===== config.mk =====
export PLATFORM = sky130hd
export DESIGN_NAME = pitch_unit_tx
export DESIGN_NICKNAME = d
export VERILOG_FILES = /design/src/rtl/pitch_unit_tx.sv
export SDC_FILE = /design/constraint.sdc
export NUM_CORES = 2
export LEC_CHECK = 0
export BUFFER_PORTS_ARGS = -buffer_cell sky130_fd_sc_hd__buf_2
export CAP_MARGIN = 5
export CORE_ASPECT_RATIO = 0.6
export CORE_MARGIN = 2
export CORE_UTILIZATION = 60
export DETAILED_ROUTE_END_ITERATION = 10
export PLACE_DENSITY = 0.77
export SYNTH_ARGS = -nofsm -noshare
export SYNTH_HDL_FRONTEND = slang
export SYNTH_SLANG_ARGS = --single-unit
export TNS_END_PERCENT = 5

===== constraint.sdc =====
create_clock -name Clk40 -period 10.3 [get_ports Clk40]
set_clock_uncertainty 0.1 [all_clocks]
set_input_delay 0 -clock Clk40 [delete_from_list [all_inputs] [get_ports Clk40]]
set_output_delay 0 -clock Clk40 [all_outputs]
set_load 0.05 [all_outputs]

===== src/rtl/pitch_unit_tx.sv =====
// BATS PITCH sequenced-unit transmitter: packs Time / Delete Order commands into
// a payload buffer, then streams a unit header and the payload as 64-bit words.
module pitch_unit_tx #(
    parameter int unsigned UNIT_ID   = 1,
    parameter int unsigned MAX_MSGS  = 16,
    parameter int unsigned MAX_WORDS = 32
) (
    input  logic        Clk40,
    input  logic        reset_n,
    input  logic        msg_valid,
    output logic        msg_ready,
    input  logic [7:0]  msg_type,
    input  logic [31:0] msg_seconds,
    input  logic [31:0] msg_offset_ns,
    input  logic [63:0] msg_order_id,
    input  logic        msg_last,
    output logic [63:0] out_bytes,
    output logic [7:0]  out_byte_enables,
    output logic        out_data_valid,
    input  logic        in_ready_for_udp_input,
    output logic [31:0] seq_next,
    output logic        err_bad_type
);

    // Handshakes: a command moves on a cycle with msg_valid && msg_ready; an output
    // word moves on a cycle with out_data_valid && in_ready_for_udp_input, and the
    // presented word/enables are held unchanged until that happens.

    localparam int AW = (MAX_WORDS > 1) ? $clog2(MAX_WORDS) : 1;
    localparam logic [AW:0]  PTR_ONE   = 1;
    localparam logic [7:0]   MAX_CNT   = 8'(MAX_MSGS);
    localparam logic [15:0]  CLOSE_LIM = 16'(MAX_WORDS * 8 - 14);
    localparam logic [7:0]   UNIT_BYTE = 8'(UNIT_ID);

    typedef enum logic [2:0] {ACCUM, DRAIN2, FLUSH, HDR, DATA} state_t;

    state_t      state, state_nx;
    logic [63:0] mem [MAX_WORDS];
    logic [AW:0] wr_ptr, rd_ptr;
    logic [63:0] acc, pend;
    logic [2:0]  fill;
    logic        pend_vld;
    logic        closing;
    logic [15:0] pay_bytes;
    logic [7:0]  msg_cnt;
    logic [31:0] seq_q;

    logic         xfer, out_xfer;
    logic         is_time, is_del, is_bad;
    logic [4:0]   msg_len, total;
    logic [127:0] msg_vec;
    logic [191:0] wide;
    logic [7:0]   new_cnt;
    logic [15:0]  new_bytes, hdr_len;
    logic         close_now;
    logic [63:0]  hdr_word;
    logic [2:0]   tail;
    logic [7:0]   last_be;
    logic         mem_we;
    logic [63:0]  mem_wd;

    assign msg_ready = (state == ACCUM);
    assign seq_next  = seq_q;
    assign xfer      = msg_valid && msg_ready;
    assign out_xfer  = out_data_valid && in_ready_for_udp_input;

    always_comb begin
        is_time = (msg_type == 8'h20);
        is_del  = (msg_type == 8'h29);
        is_bad  = !is_time && !is_del;
        msg_len = 5'd0;
        msg_vec = '0;
        if (is_time) begin
            msg_len = 5'd6;
            msg_vec = {8'h06, 8'h20, msg_seconds[7:0], msg_seconds[15:8],
                       msg_seconds[23:16], msg_seconds[31:24], 80'b0};
        end else if (is_del) begin
            msg_len = 5'd14;
            msg_vec = {8'h0E, 8'h29, msg_offset_ns[7:0], msg_offset_ns[15:8],
                       msg_offset_ns[23:16], msg_offset_ns[31:24],
                       msg_order_id[7:0], msg_order_id[15:8], msg_order_id[23:16],
                       msg_order_id[31:24], msg_order_id[39:32], msg_order_id[47:40],
                       msg_order_id[55:48], msg_order_id[63:56], 16'b0};
        end
        // Message bytes land right after the accumulator's fill bytes; the three
        // 64-bit slices are the first, second and leftover words.
        wide      = {acc, 128'b0} | ({msg_vec, 64'b0} >> {fill, 3'b000});
        total     = {2'b00, fill} + msg_len;
        new_cnt   = is_bad ? msg_cnt : msg_cnt + 8'd1;
        new_bytes = pay_bytes + {11'b0, msg_len};
        close_now = (msg_last && (new_cnt != 8'd0)) ||
                    (!is_bad && ((new_cnt == MAX_CNT) || (new_bytes > CLOSE_LIM)));
        hdr_len   = pay_bytes + 16'd8;
        hdr_word  = {hdr_len[7:0], hdr_len[15:8], msg_cnt, UNIT_BYTE,
                     seq_q[7:0], seq_q[15:8], seq_q[23:16], seq_q[31:24]};
        tail      = pay_bytes[2:0];
        last_be   = (tail == 3'd0) ? 8'hFF : ~(8'hFF >> tail);
    end

    always_comb begin
        state_nx = state;
        mem_we   = 1'b0;
        mem_wd   = wide[191:128];
        case (state)
            ACCUM: begin
                if (xfer) begin
                    mem_we = !is_bad && (total >= 5'd8);
                    if (is_del)         state_nx = DRAIN2;
                    else if (close_now) state_nx = FLUSH;
                end
            end
            DRAIN2: begin
                mem_we   = pend_vld;
                mem_wd   = pend;
                state_nx = closing ? FLUSH : ACCUM;
            end
            FLUSH: begin
                mem_we   = (fill != 3'd0);
                mem_wd   = acc;
                state_nx = HDR;
            end
            HDR:  if (out_xfer) state_nx = DATA;
            DATA: if (out_xfer && (rd_ptr == wr_ptr)) state_nx = ACCUM;
            default: state_nx = ACCUM;
        endcase
    end

    always_ff @(posedge Clk40) begin
        if (mem_we) mem[wr_ptr[AW-1:0]] <= mem_wd;
    end

    always_ff @(posedge Clk40) begin
        if (!reset_n) begin
            state            <= ACCUM;
            acc              <= '0;
            fill             <= '0;
            pend             <= '0;
            pend_vld         <= 1'b0;
            closing          <= 1'b0;
            pay_bytes        <= '0;
            msg_cnt          <= '0;
            wr_ptr           <= '0;
            rd_ptr           <= '0;
            seq_q            <= 32'd1;
            out_bytes        <= '0;
            out_byte_enables <= '0;
            out_data_valid   <= 1'b0;
            err_bad_type     <= 1'b0;
        end else begin
            state        <= state_nx;
            err_bad_type <= xfer && is_bad;
            if (mem_we) wr_ptr <= wr_ptr + PTR_ONE;
            case (state)
                ACCUM: begin
                    if (xfer && !is_bad) begin
                        msg_cnt   <= new_cnt;
                        pay_bytes <= new_bytes;
                        fill      <= total[2:0];
                        pend      <= wide[127:64];
                        pend_vld  <= is_del && total[4];
                        closing   <= close_now;
                        if (total[4])      acc <= wide[63:0];
                        else if (total[3]) acc <= wide[127:64];
                        else               acc <= wide[191:128];
                    end else if (xfer) begin
                        closing <= close_now;
                    end
                end
                DRAIN2: pend_vld <= 1'b0;
                FLUSH: begin
                    acc              <= '0;
                    fill             <= '0;
                    out_bytes        <= hdr_word;
                    out_byte_enables <= 8'hFF;
                    out_data_valid   <= 1'b1;
                end
                HDR, DATA: begin
                    if (out_xfer && (state == DATA) && (rd_ptr == wr_ptr)) begin
                        out_bytes        <= '0;
                        out_byte_enables <= '0;
                        out_data_valid   <= 1'b0;
                        seq_q            <= seq_q + {24'b0, msg_cnt};
                        msg_cnt          <= '0;
                        pay_bytes        <= '0;
                        wr_ptr           <= '0;
                        rd_ptr           <= '0;
                        closing          <= 1'b0;
                    end else if (out_xfer) begin
                        // Registered buffer read straight into the output word.
                        out_bytes        <= mem[rd_ptr[AW-1:0]];
                        out_byte_enables <= ((rd_ptr + PTR_ONE) == wr_ptr) ? last_be : 8'hFF;
                        rd_ptr           <= rd_ptr + PTR_ONE;
                    end
                end
                default: ;
            endcase
        end
    end

endmodule

==> results.yml <==
detailed_routing:
  firstDrtPassIters: 8
  drt-initial-drc-count: 10858
  antenna_left: 0
  remaining_drc_errors: 0
  via_count: 57550
  viasPerCell: 7.16
  wire_per_inst_um: 37.1
  wl_mm: 298
synthesis:
  synth_nets: 5524
  synth-edff-count: 2048
  syn_area_per_cell_um2: 17.7
  yosys.cell_types.count: 91
  synth_seq_cells: 2328
  synthFlopType: "edfxtp_1"
  yosys.area.top_type: "edfxtp_1"
  ys_seq_area_frac: 0.707
  synth_top_cell_area_share: 0.648
  async_flop_share: 0
  synth_warnings: 0
  syn_area_um2: 94900
  synth.area.top_cells: "edfxtp_1, mux4_2, dfxtp_1"
  postSynthCellCount: 5357
global_routing:
  busiest_layer: "met1"
  antenna_found_initial: 18
  grtUsageMet3: 0.121
  grt_remaining_overflow: 0
  grt_pass1_vias: 55159
  track_usage: 0.371
  met2_usage: 0.520
  grt_pass1_wl_mm: 419
  use_met1: 0.548
  grt_max_degree: 121
sta:
  hold_viol_final: 0
  fin_crit_sh: 0.620
  rsz0062_at_grt: "no"
  maxSlewViolCount: 0
  setup_ws_ns: 3.91
  setup_violations: 0
  setup_tns_ns: 0
  max_slew_margin: 0.0816
  fmax_ghz: 0.157
  fin_crit_ns: 6.39
  worst_slew_pin_slew_ns: 1.38
floorplanning:
  ioPinCount: 248
  rows: 112
  die_y_um: 312
  core_um2: 156000
  die-width_um: 517
  die_area_um2: 161000
  initial_core_util: 0.607
clock_network:
  holdBufCountCts: 183
  clk-insertion-delay-late_ns: 0.86
  root_buffer: "clkbuf_16"
  cts_tree: "done"
  clk_path_buf_depth: 3
  cts_buffers: 195
  cts.sinks: 2328
  post-cts-setup-buffer-count: 0
  clkTransAtPathRegs_ns: 0.07
  htreeDepth: 4
  post_cts_resized: 0
cells_and_area:
  layoutNonFillerInstCount: 8038
  final_cell_mix: "edfxtp_1, mux4_2, nor2_1"
  nets: 5926
  final_common_cell: "edfxtp_1"
  nFillCells: 9580
  fin_util: 0.688
  multi_input_area_um2: 26900
  area_growth_pct: 13.4
  ff_latch_area_um2: 67100
  drive_gt1_frac: 0.251
placed_design:
  dp_cells: 7488
  place.gp.congestion: 0.992
  pre_cts_slack_ns: 3.79
  hpwl_mm: 173
  port_buffers: 247
worst_setup_path:
  critical_path_buf_inv_count: 6
  r2r-start: "fill[1]"
  worstSetupPathType: "input port to flip-flop"
  crit_chain: "dlygate4sd3_1, buf_2, or4b_4, nor3_4, buf_4, ha_1, inv_1, fa_1, o21ai_0, o21ai_0, buf_4, o221ai_2, nand2_1, nor2_4, buf_4"
  critPathMaxStageDelay_ns: 0.98
  arrival_ns: 6.75
  slowest_stage: "nor2_4"
  required_ns: 10.67
  cp_top_family: "simple AND/OR/NAND/NOR gates"
  r2r_setup_slack_ns: 4.14
  end_kind: "flip-flop"
  cp-start-kind: "input port"
  cp_max_fo: 43
  crit_start: "msg_type[1]"
  cp_common_cell: "buf_4"
pwr:
  power_leakage_nw: 30.8
  power_density_nw_per_um2: 168
  ir_drop_mv: 0.257
  fin_total_pwr_mw: 18.0
job:
  cap_violations: 0
hold_path:
  hp-start: "msg_type[7]"
  min_path_type: "input port to flip-flop"
run_status:
  status: "complete, no violations"
sequential cells by signal (all words and copies together) (netlist names), named ones only:
register	flops
out_byte_enables	7
closing	1
rd_ptr	6
mem	2048
acc	64
wr_ptr	6
err_bad_type	1
out_data_valid	1
msg_cnt	8
pend	64
pend_vld	1
out_bytes	64
seq_next	32
pay_bytes	15
fill	2
state	3
kinds of logic (layout without fill, tap and decap cells):
group	count (synthesis)	after routing	share of synthesized area
buf+inv	400	969	0.0161
fa+ha+maj	26	26	0.00367
compound gates	873	873	0.0562
xor+xnor	73	73	0.00674
simple gates	846	846	0.0398
flops	2328	2328	0.707
mux	811	811	0.170
other cells	0	3	0
power breakdown:
part	switching, mW	internal (mW)	leakage (nW)
Combinational	0.149	0.0687	8.70
Clock	3.51	4.18	3.14
Sequential	0.00105	10.1	18.9
Total	3.66	14.4	30.8
layer usage:
metal,part of all wire,vias to the layer above
met5,0.00019,-
met4,0.043,8
met3,0.16,617
met2,0.43,5144
met1,0.36,29314
li1,-,22467
cells in the mapped netlist, types with 32 or more instances:
cell and number:
mux2i_1 129, nor2_1 343, edfxtp_1 2048, dfxtp_1 280, xnor2_1 49, o21ai_0 234
a211oi_1 39, buf_1 86, nor3_1 58, a31oi_1 32, nand3_1 60, a21oi_1 308
clkbuf_1 271, nand2_1 244, mux2_2 43, mux4_2 639, a22oi_1 34
layout make-up:
| type | instances | share of cell area |
|---|---|---|
| Antenna cell | 3 | 0.0000698 |
| Multi-Input combinational cell | 2629 | 0.251 |
| Clock inverter | 105 | 0.0112 |
| Tap cell | 2109 | 0.0245 |
| Clock buffer | 259 | 0.0490 |
| Timing Repair Buffer | 575 | 0.0395 |
| Sequential cell | 2328 | 0.624 |
| Inverter | 30 | 0.00112 |
worst register-to-register path, stage by stage, from the launching register on:
cell      delay, ns
dfxtp_4        0.82
ha_1           0.31
inv_1          0.07
fa_1           0.81
o21ai_0        0.26
o21ai_0        0.13
buf_4          0.23
o221ai_2       0.48
nand2_1        0.65
nor2_4         0.98
buf_4          0.87
through the flow:
| step | area [µm²] | hold slack (ns) |
|---|---|---|
| floorplan | 94900 | 0.0696 |
| global placement | 99300 | 0.244 |
| detailed placement | 99300 | 0.270 |
| CTS | 108000 | 0.00101 |
| global route | 108000 | 0.0700 |
| finish | 108000 | 0.0253 |
final timing paths:
check | end | depth (start not counted)
min | err_bad_type | 5
min reg2reg | pend[23] | 2
max | mem[0][18] | 15
max reg2reg | mem[0][18] | 10
(Power assumes the default switching activity.)
